`src/rtl/dmem_arb_pkg.sv`:
```
// rtl/dmem_arb_pkg.sv - shared types and constants for the data-memory arbiter
package dmem_arb_pkg;

  typedef enum logic {
    RUN    = 1'b0,
    HALTED = 1'b1
  } arb_state_t;

  typedef enum logic [1:0] {
    GNT_NONE = 2'd0,
    GNT_CPU  = 2'd1,
    GNT_DBG  = 2'd2
  } grant_t;

  localparam int CNT_W = 8;

endpackage

```
`src/rtl/arb_sat_counter.sv`:
```
// rtl/arb_sat_counter.sv - saturating up-counter with clear, used for debug starvation
module arb_sat_counter #(
  parameter int W = 8
) (
  input  logic         clk_i,
  input  logic         resetn_i,
  input  logic         inc_i,
  input  logic         clr_i,
  input  logic [W-1:0] limit_i,
  output logic [W-1:0] count_o
);

  logic [W-1:0] count_q;
  logic [W-1:0] count_d;

  // Clear wins over increment so a handshake always restarts the count.
  always_comb begin
    count_d = count_q;
    if (clr_i) begin
      count_d = '0;
    end else if (inc_i && (count_q < limit_i)) begin
      count_d = count_q + 1'b1;
    end
  end

  always_ff @(posedge clk_i) begin
    if (!resetn_i) begin
      count_q <= '0;
    end else begin
      count_q <= count_d;
    end
  end

  assign count_o = count_q;

endmodule

```
`src/rtl/dmem_arbiter.sv`:
```
// rtl/dmem_arbiter.sv - shares the data memory between the core load/store path and a debug port
module dmem_arbiter
  import dmem_arb_pkg::*;
#(
  parameter int AW           = 32,
  parameter int DW           = 32,
  parameter int STARVE_LIMIT = 8
) (
  input  logic          clk,
  input  logic          reset,
  input  logic          cpu_memwrite,
  input  logic          cpu_memread,
  input  logic [AW-1:0] cpu_addr,
  input  logic [DW-1:0] cpu_wdata,
  output logic [DW-1:0] cpu_rdata,
  output logic          cpu_stall,
  input  logic          dbg_valid,
  input  logic          dbg_we,
  input  logic [AW-1:0] dbg_addr,
  input  logic [DW-1:0] dbg_wdata,
  output logic          dbg_ready,
  output logic          dbg_rvalid,
  output logic [DW-1:0] dbg_rdata,
  input  logic          halt_req,
  output logic          halt_ack,
  output logic          mem_we,
  output logic [AW-1:0] mem_addr,
  output logic [DW-1:0] mem_wdata,
  input  logic [DW-1:0] mem_rdata
);

  localparam logic [CNT_W-1:0] LIMIT = CNT_W'(STARVE_LIMIT);

  arb_state_t       state_q;
  logic [CNT_W-1:0] starve_cnt;
  logic             halt_ack_q;
  logic             rvalid_q;
  logic [DW-1:0]    rdata_q;
  logic [DW-1:0]    rdata_d;

  logic             in_reset;
  arb_state_t       eff_state;
  logic [CNT_W-1:0] eff_cnt;
  logic             cpu_req;
  grant_t           grant;
  logic             dbg_hs;
  logic             rd_hs;
  logic             cnt_inc;

  // While reset is held the combinational path behaves as RUN with an empty count.
  assign in_reset  = !reset;
  assign eff_state = in_reset ? RUN : state_q;
  assign eff_cnt   = in_reset ? '0 : starve_cnt;
  assign cpu_req   = cpu_memwrite | cpu_memread;

  always_comb begin
    grant = GNT_NONE;
    if (eff_state == HALTED) begin
      if (dbg_valid) grant = GNT_DBG;
    end else if (dbg_valid && (!cpu_req || (eff_cnt == LIMIT))) begin
      grant = GNT_DBG;
    end else if (cpu_req) begin
      grant = GNT_CPU;
    end
  end

  assign dbg_hs    = (grant == GNT_DBG);
  assign rd_hs     = dbg_hs & !dbg_we;
  assign dbg_ready = dbg_hs;
  assign cpu_stall = (cpu_req & dbg_hs) | (eff_state == HALTED);
  assign cpu_rdata = mem_rdata;

  always_comb begin
    mem_we    = 1'b0;
    mem_addr  = cpu_addr;
    mem_wdata = cpu_wdata;
    case (grant)
      GNT_DBG: begin
        mem_we    = dbg_valid & dbg_we;
        mem_addr  = dbg_addr;
        mem_wdata = dbg_wdata;
      end
      GNT_CPU: begin
        mem_we = cpu_memwrite & !cpu_stall;
      end
      default: begin
        mem_we = 1'b0;
      end
    endcase
  end

  // Refusals are only counted in RUN; in HALTED every pending request is granted.
  assign cnt_inc = (eff_state == RUN) & dbg_valid & !dbg_hs;

  arb_sat_counter #(
    .W(CNT_W)
  ) u_starve_cnt (
    .clk_i   (clk),
    .resetn_i(reset),
    .inc_i   (cnt_inc),
    .clr_i   (dbg_hs),
    .limit_i (LIMIT),
    .count_o (starve_cnt)
  );

  assign rdata_d = rd_hs ? mem_rdata : rdata_q;

  always_ff @(posedge clk) begin
    if (!reset) begin
      state_q    <= RUN;
      halt_ack_q <= 1'b0;
      rvalid_q   <= 1'b0;
      rdata_q    <= '0;
    end else begin
      case (state_q)
        RUN: begin
          if (halt_req) state_q <= HALTED;
        end
        HALTED: begin
          if (!halt_req) state_q <= RUN;
        end
        default: state_q <= RUN;
      endcase
      halt_ack_q <= halt_req;
      rvalid_q   <= rd_hs;
      rdata_q    <= rdata_d;
    end
  end

  assign halt_ack   = halt_ack_q;
  assign dbg_rvalid = rvalid_q;
  assign dbg_rdata  = rdata_q;

endmodule

```
`config.mk`:
```
export PLATFORM = sky130hd
export DESIGN_NAME = dmem_arbiter
export DESIGN_NICKNAME = d
export VERILOG_FILES = /design/src/rtl/dmem_arb_pkg.sv /design/src/rtl/arb_sat_counter.sv /design/src/rtl/dmem_arbiter.sv
export SDC_FILE = /design/constraint.sdc
export NUM_CORES = 1
export LEC_CHECK = 0
export CAP_MARGIN = 10
export CORE_AREA = 3 3 116 118
export CTS_BUF_LIST = sky130_fd_sc_hd__clkbuf_4 sky130_fd_sc_hd__clkbuf_8
export CTS_CLUSTER_DIAMETER = 150
export CTS_CLUSTER_SIZE = 30
export DETAILED_ROUTE_END_ITERATION = 8
export DIE_AREA = 0 0 119 121
export GPL_TIMING_DRIVEN = 0
export SYNTH_ARGS = -nofsm -noshare
export SYNTH_HDL_FRONTEND = slang
export SYNTH_SLANG_ARGS = --single-unit
```
`constraint.sdc`:
```
create_clock -name clk -period 3.3 [get_ports clk]
set_input_delay 0.66 -clock clk [delete_from_list [all_inputs] [get_ports clk]]
set_output_delay 0.66 -clock clk [all_outputs]
set_load 0.02 [all_outputs]
```
; ---- After elaboration in Yosys (flattened, before gate mapping)
; Index checks and enable logic that the tools add are counted.
; Widths: inputs -> output; s select.
[word_totals]
ff_bits = 43
input_bits = 167
output_inout_bits = 133
[op_classes]
add_sub_neg = 1
n_lt_le_gt_ge = 1
n_eq_ne = 3
mux = 10
n_bitwise = 10
reduce_logical = 8
[op_table]
columns = operator, n
row1 = $mux 32, 2
row2 = $add 8x1->8 const B, 1
row3 = $eq 8x4->1 const B, 1
row4 = $lt 8x4->1 const B, 1
row5 = $mux 8, 1
row6 = $and 1x1->1, 6
row7 = $mux 2, 3
row8 = $logic_not 1->1, 4
row9 = $mux 1, 3
row10 = $eq 2x1->1 const B, 1
row11 = $eq 2x2->1 const B, 1
row12 = $logic_and 1x1->1, 2
row13 = $not 1->1, 2
row14 = $or 1x1->1, 2
row15 = $pmux 1 s2, 1
row16 = $reduce_or 2->1, 1
row17 = $logic_or 1x1->1, 1

; ---- Longest topological paths before layout
; Gate-level depths: netlist of run 1.
[logic_depth]
word_depth = 12
mapped_depth = 12

; ---- Modules after synthesis
; From an unflattened synthesis of run 1, not the netlist that was laid out.
[unflattened]
cells_unflattened = 339
hier_area_um2 = 3129.3
[modules_own_cells]
columns = module, n_inst, cells_per_inst, area_per_inst_um2, seq_area_each_um2
row1 = dmem_arbiter, 1, 273, 2542.4, 680.7
row2 = arb_sat_counter, 1, 66, 586.8, 160.2

; ---- Least setup slack after synthesis of run 1
; OpenSTA, ideal clock, no wires.
[synth_path]
path_type = input-to-output
from = input reset
to = output mem_we
arrival_time_ps = 2581
setup_slack_ps = 59
cell_stages = 11
n_path_buf = 4
cell_sequence = buf_2 nand2_1 o21ai_0 a21o_4 and2_1 ha_1 buf_6 buf_6 buf_4 nand4b_1 a21oi_1
[synth_between]
elab_chain_len = 12
word_cells_on_any_way = 14
[synth_rtl]
columns = item, line
row1 = start: declaration, dmem_arbiter.sv:10  ; input logic reset,
row2 = $mux 8, dmem_arbiter.sv:53  ; assign eff_cnt = in_reset ? '0 : starve_cnt;
row3 = $eq 8x4->1, dmem_arbiter.sv:60  ; end else if (dbg_valid && (!cpu_req || (eff_cnt == LIMIT))) begin
row4 = $logic_or 1x1->1, dmem_arbiter.sv:60
row5 = $logic_and 1x1->1, dmem_arbiter.sv:60
row6 = $mux 2, dmem_arbiter.sv:60
row7 = $mux 2 *, dmem_arbiter.sv:58  ; if (eff_state == HALTED) begin
row8 = $eq 2x2->1 *, dmem_arbiter.sv:67  ; assign dbg_hs = (grant == GNT_DBG);
row9 = named net dbg_ready, dmem_arbiter.sv:21  ; output logic dbg_ready,
row10 = $and 1x1->1, dmem_arbiter.sv:70  ; assign cpu_stall = (cpu_req & dbg_hs) | (eff_state == HALTED);
row11 = $or 1x1->1, dmem_arbiter.sv:70
row12 = $logic_not 1->1, dmem_arbiter.sv:84  ; mem_we = cpu_memwrite & !cpu_stall;
row13 = $and 1x1->1, dmem_arbiter.sv:84
row14 = $pmux 1 s2 *, dmem_arbiter.sv:77  ; case (grant)
row15 = end: declaration, dmem_arbiter.sv:26  ; output logic mem_we,
; Mark *: on every way through the listed nets, which the timed path passes. The rest lies on a longest branch.

; ---- Final worst setup path of run 1
[layout_path]
from = register u_starve_cnt.count_q[7] (netlist: u_starve_cnt.count_o[7])
to = output mem_wdata[24]
[layout_between]
elab_chain_len = 8
[layout_rtl]
columns = item, line
row1 = start: declaration, arb_sat_counter.sv:13  ; logic [W-1:0] count_q;
row2 = start signal: assignment, arb_sat_counter.sv:30  ; count_q <= count_d;
row3 = $mux 8, dmem_arbiter.sv:53
row4 = $eq 8x4->1, dmem_arbiter.sv:60
row5 = $logic_or 1x1->1, dmem_arbiter.sv:60
row6 = $logic_and 1x1->1, dmem_arbiter.sv:60
row7 = $mux 2, dmem_arbiter.sv:60
row8 = $mux 2, dmem_arbiter.sv:58
row9 = $eq 2x2->1, dmem_arbiter.sv:77
row10 = $mux 32, dmem_arbiter.sv:77
row11 = end: declaration, dmem_arbiter.sv:28  ; output logic [DW-1:0] mem_wdata,
; No other way between the ends.

==> impl_metrics.ini, run 1 <==
[outcome]
status = finished clean

[cells_and_area]
drive_above_1_share_pct = 30.6
antennaDiodeCount = 0
area_growth_syn_to_layout_pct = 125
fin_nets = 780

[floorplanning]
coreArea_mm2 = 0.0126
die-area_mm2 = 0.0144
die_width_um = 119
initial_utilization_pct = 21.4
die_h_um = 121
rows = 41
ioPinCount = 300

[drt]
drtAntennaViolNets = 0
drtIter0Drc = 87
vias_per_cell = 4.16
dr.pass1.iters = 4
vias = 3259
wl_per_cell_um = 16.8
drc_errors = 0
finalWirelength_mm = 13.1

[worst_setup_path]
critPathCaptureType = output pin
crit_path_start = u_starve_cnt.count_o[7]
cp_max_fo = 10
worstSetupStartpointType = flip-flop
cp.required_ns = 2.64
reg2reg_setup_slack_ns = 0.97
r2r-end = dbg_rdata[6]
crit_arrival_ns = 2.57
r2r_cells = 12
rr_startpoint = u_starve_cnt.count_o[7]
crit_type = flip-flop to output pin

[global_routing]
grt_pass1_wl_mm = 19.1
grt_pass1_vias = 3403
grt_use_total_pct = 17.1
grt_max_degree = 13
overflow = 0
antenna_found_initial = 0

[synth]
synth-xor-area-share_pct = 0.652
synthSimpleGateAreaFrac_pct = 15.6
synth_commonest_cells = nand2_1 (69), mux2_2 (64), dfxtp_1 (42)
yosys_register_bits = 42
yosysMostFrequentCell = nand2_1
synthFlopType = dfxtp_1
synth_compound_area_share_pct = 10.9
ys_seq_area_share_pct = 31.3
ys_warn_count = 0
synth.area.mux_share_pct = 26.8
synth_top_family_by_area = multiplexers
syn_nets = 464
async_flop_share_pct = 0
postSynthCellCount = 294
synth_fa_ha_area_share_pct = 1.40
synth_top_area_share_pct = 31.3
synth_cell_type_count = 29
synth_edf_count = 0
synth_area_per_cell_um2 = 9.14
netlist_top_cells_area = dfxtp_1 (31%), mux2_2 (27%), buf_4 (10%)
synth_largest_area_cell = dfxtp_1
synth_area_mm2 = 0.00269

[cts]
clkTransAtPathRegs_ns = 0.08
htreeDepth = 2
cts-root-buf = clkbuf_8
clkLatencyLatePin_ns = 0.29
clock-sinks = 42
numCtsBuffers = 5
cts.path.max_buffers = 2
cts_tree = built

[timing]
setup_violations = 0
hold_violations = 0
worstMarginPinSlew_ns = 0.368
max_freq_mhz = 310
slew_headroom_pct = 75.5
fin_ws_ns = 0.0698
slew_viol_final = 0
period_share_pct = 97.9
fin_crit_ns = 3.23
finClkSkew_ns = 0.00944

[placement]
dp_slack_ns = -1.03
gp_congestion = 0.835
post-dp-hpwl_mm = 11.4
place.port_buffers = 299

[power]
p_leak_nw = 2.38
peakVddDrop_uv = 136
power_density_mw_per_mm2 = 258
power.total_w = 0.00156

[worst_hold_path]
min_path_type = flip-flop to flip-flop
whs_path_depth = 2
min_to = dbg_rdata[5]
min_from = dbg_rdata[5]

[job]
drv_cap = 0
[placed cells by master (no fill, tap or decap), drive strengths merged, types with 2 or more instances in the layout]
cell type,n
clkdlybuf4s50,229
buf,71
nand2,69
mux2,64
dfxtp,42
clkbuf,42
a21boi,32
clkdlybuf4s15,21
and2,8
nor2,3
dlygate4sd2,3
o21ai,3
ha,3
nor4,2
nand3,2
nand2b,2
a21oi,2
[timing repair]
action,4_1_cts,5_1_grt
pin swaps,4,4
endpoints found under the setup margin,67,66
gates cloned,2,0
buffers inserted,5,3
hold buffers,0,0
resized for setup,158,85
[worst max-delay path by stage]
stage | end | cells past startpoint
global placement | mem_we | 13
global route | mem_wdata[24] | 9
CTS | mem_wdata[0] | 11
floorplan | mem_we | 11
finish | mem_wdata[24] | 9
detailed placement | mem_we | 13
[layer usage]
metal / track usage, % / vias to the layer above / routed length, um
li1: - / 1587 / -
met1: 16.8 / 1483 / 4490
met2: 33.1 / 170 / 6970
met3: 6.29 / 19 / 1290
met4: 5.29 / 0 / 374
met5: 0 / - / 0
[per-stage QoR]
stage,std cells,util [%],hold slack [ns],instance area [um2],TNS [ns]
floorplan,294,-,0.462,2690,0
global placement,765,46.9,0.441,5900,-55.61
detailed placement,765,46.9,0.447,5900,-55.34
CTS,780,48.8,0.458,6130,0
global route,783,48.0,0.467,6030,-0.00393
finish,783,48.0,0.456,6030,0
[flip-flops by register name, indices dropped and copies added, names as in the netlist]
register              flops
dbg_rdata                32
dbg_rvalid                1
u_starve_cnt.count_o      8
state_q                   1
[power breakdown]
group	internal (W)	switching [W]	total [W]	leakage, nW
Combinational	0.000372	0.000247	0.000619	1.98
Clock	0.000243	0.000172	0.000415	0.0593
Sequential	0.000515	0.00000847	0.000524	0.340
Total	0.00113	0.000427	0.00156	2.38
[kinds of logic after synthesis]
logic type	after synthesis
compound gates	39
buf+inv	52
simple gates	92
mux	64
fa+ha+maj	3
xor+xnor	2
flops	42
[critical path, cell delays in order, from the launching register on]
cell           delay [ns]
dfxtp_2              0.34
nor4_4               0.33
and2_4               0.21
a21o_4               0.12
and2_1               0.12
ha_2                 0.20
buf_8                0.16
buf_6                0.15
mux2_2               0.33
dlygate4sd2_1        0.32
[area by class of cell]
| type | count | area, um2 |
|---|---|---|
| clock buffer | 7 | 83.8 |
| timing repair buffer | 309 | 2920 |
| clock inverter | 1 | 30.0 |
| fill | 1234 | 6530 |
| sequential | 42 | 842 |
| inverter | 1 | 3.75 |
| tap | 172 | 215 |
| multi-input combinational | 200 | 1530 |
| buffer | 51 | 410 |
No activity file was read; power rests on OpenSTA's default activity.
==> inputs of run 2 (changes only) <==
--- a/config.mk
+++ b/config.mk
@@ -6,13 +6,18 @@
 export NUM_CORES = 1
 export LEC_CHECK = 0
 export CAP_MARGIN = 10
-export CORE_AREA = 3 3 116 118
+export CELL_PAD_IN_SITES_DETAIL_PLACEMENT = 1
+export CELL_PAD_IN_SITES_GLOBAL_PLACEMENT = 2
+export CORE_MARGIN = 3
+export CORE_UTILIZATION = 13
 export CTS_BUF_LIST = sky130_fd_sc_hd__clkbuf_4 sky130_fd_sc_hd__clkbuf_8
 export CTS_CLUSTER_DIAMETER = 150
 export CTS_CLUSTER_SIZE = 30
 export DETAILED_ROUTE_END_ITERATION = 8
-export DIE_AREA = 0 0 119 121
 export GPL_TIMING_DRIVEN = 0
+export PLACE_DENSITY_LB_ADDON = 0.1
+export REMOVE_ABC_BUFFERS = 1
+export SLEW_MARGIN = 20
 export SYNTH_ARGS = -nofsm -noshare
 export SYNTH_HDL_FRONTEND = slang
 export SYNTH_SLANG_ARGS = --single-unit
==> run 2 against run 1 <==
Net effect: worst setup slack better by 0.058 ns; non-clock buffer count down 46; sequential power about the same; die area up 56%; first-iteration DRC count down 72%; cell area down 1.5%; core utilization down 18 points; clock skew down 0.0016 ns; clock power down 21%; routed wire length up 18%; largest power group unchanged; highest routed layer is now met5.
==> impl_metrics.ini, run 2 (synthesis gave the netlist of run 1 again) <==
[worst_setup_path]
slowest_stage = mux2_2
critPathCaptureType = output pin
crit_arrival_ns = 2.51
cp.required_ns = 2.64
crit_type = flip-flop to output pin
cp_top_family = simple AND/OR/NAND/NOR gates
worstPathCellList = nor4_4 > and2_4 > a21o_4 > and2_1 > ha_4 > buf_12 > buf_16 > mux2_2 > clkdlybuf4s15_2
max_stage_delay_ns = 0.35
cp_max_fo = 27
worstSetupStartpointType = flip-flop
critPathBufInv = 3

[global_routing]
grt_use_total_pct = 12.9
overflow = 0
antenna_found_initial = 3
grt_pass1_vias = 3406
grt_max_degree = 40
grt_pass1_wl_mm = 21.5

[power]
power_density_mw_per_mm2 = 243
peakVddDrop_uv = 117
p_leak_nw = 2.18

[timing]
period_share_pct = 96.1
fin_crit_ns = 3.17
max_freq_mhz = 315
slew_headroom_pct = 81.8
worstMarginPinSlew_ns = 0.273
slew_viol_final = 0
finClkSkew_ns = 0.00788
fin_ws_ns = 0.128
hold_violations = 0
setup_violations = 0
tns_ns = 0

[drt]
finalWirelength_mm = 15.5
vias = 3105
drc_errors = 0
drtIter0Drc = 24
wl_per_cell_um = 18.7
vias_per_cell = 3.75
drtAntennaViolNets = 0
dr.pass1.iters = 4

[floorplanning]
initial_utilization_pct = 13.5
coreArea_mm2 = 0.0199
die-area_mm2 = 0.0224
die_h_um = 150
die_width_um = 150
rows = 51
ioPinCount = 300

[cells_and_area]
fin_nets = 734
mostFrequentLayoutCells = clkdlybuf4s50_1 (229), nand2_1 (69), mux2_2 (64), dfxtp_1 (42), clkdlybuf4s15_2 (32)
final_common_cell = clkdlybuf4s50_1
largest_register_ffs = 32
antennaDiodeCount = 0
drive_above_1_share_pct = 27.1
area_growth_syn_to_layout_pct = 121
stdcell_area_mm2 = 0.00595

[job]
drv_cap = 0

[outcome]
status = finished clean

[cts]
numCtsBuffers = 5
ctsHoldBuffers = 0
clock-sinks = 42
clkTransAtPathRegs_ns = 0.09
clkLatencyLatePin_ns = 0.30
cts_tree = built
cts.path.max_buffers = 2
cts-root-buf = clkbuf_8
htreeDepth = 2

[worst_hold_path]
min_path_type = flip-flop to flip-flop

[placement]
dpl_cell_area_mm2 = 0.00574
post-dp-hpwl_mm = 12.7
place.port_buffers = 299
gp_congestion = 0.761
dp_slack_ns = -1.04
==> run 2: cell count changes in the layout (fill, tap and decap cells not counted), sizes merged <==
cell,change
buf,-45
clkbuf,-24
clkdlybuf4s15,+16
dlygate4sd2,+5
clkinv,+2
bufinv,-1
==> run 2: layout make-up <==
type,instances,area (um2)
Clock buffer,5,68.8
Clock inverter,2,10.0
Timing Repair Buffer,314,3170
Multi-Input combinational cell,200,1520
Sequential cell,42,841
Inverter,1,3.75
Tap cell,265,332
Fill cell,2325,14000
==> run 2: worst paths after layout <==
path                                         startpoint                 endpoint  slack (ns)  depth (start not counted)
worst max register to register  u_starve_cnt.count_o[4]  u_starve_cnt.count_o[0]        0.97                         11
worst max-delay path            u_starve_cnt.count_o[4]            mem_wdata[12]        0.13                          9
worst min-delay path                      dbg_rdata[12]            dbg_rdata[12]        0.46                          2
worst min register to register            dbg_rdata[12]            dbg_rdata[12]        0.46                          2
==> run 2: metrics by stage <==
| stage | std cells | total power (W) | util (%) | hold WS [ns] |
|---|---|---|---|---|
| global placement | 807 | 0.00115 | 28.4 | 0.442 |
| finish | 829 | 0.00145 | 29.9 | 0.458 |
| detailed placement | 810 | 0.00116 | 28.8 | 0.448 |
| floorplan | 243 | 0.000715 | - | 0.462 |
| CTS | 825 | 0.00149 | 30.0 | 0.461 |
| global route | 829 | 0.00153 | 29.9 | 0.478 |
==> run 2: repair_timing <==
action	CTS	global route
setup buffers	6	3
resized for setup	185	27
setup endpoints to repair	67	66
cloned	2	1
pin swaps	3	4
==> run 2: worst reg2reg max path, stage by stage (launching register included) <==
cell       delay, ns
dfxtp_1         0.38
nor4_4          0.07
and2_4          0.14
a21o_4          0.21
and2_1          0.17
ha_4            0.19
buf_12          0.13
bufbuf_16       0.28
a211oi_2        0.24
and3_4          0.23
xnor2_1         0.12
nor2_1          0.05
==> run 2: report_power, final <==
group | switching, W | internal (W)
registers | 0.00000719 | 0.000515
clock network | 0.000184 | 0.000142
logic | 0.000243 | 0.000356
==> run 2: per-layer routing <==
metal / GRT usage [%] / share of wire, % / vias up
li1: - / - / 1496
met1: 12.1 / 33 / 1415
met2: 24.6 / 52 / 176
met3: 7.54 / 14 / 12
met4: 2.06 / 0.67 / 6
met5: 0 / 0.17 / -
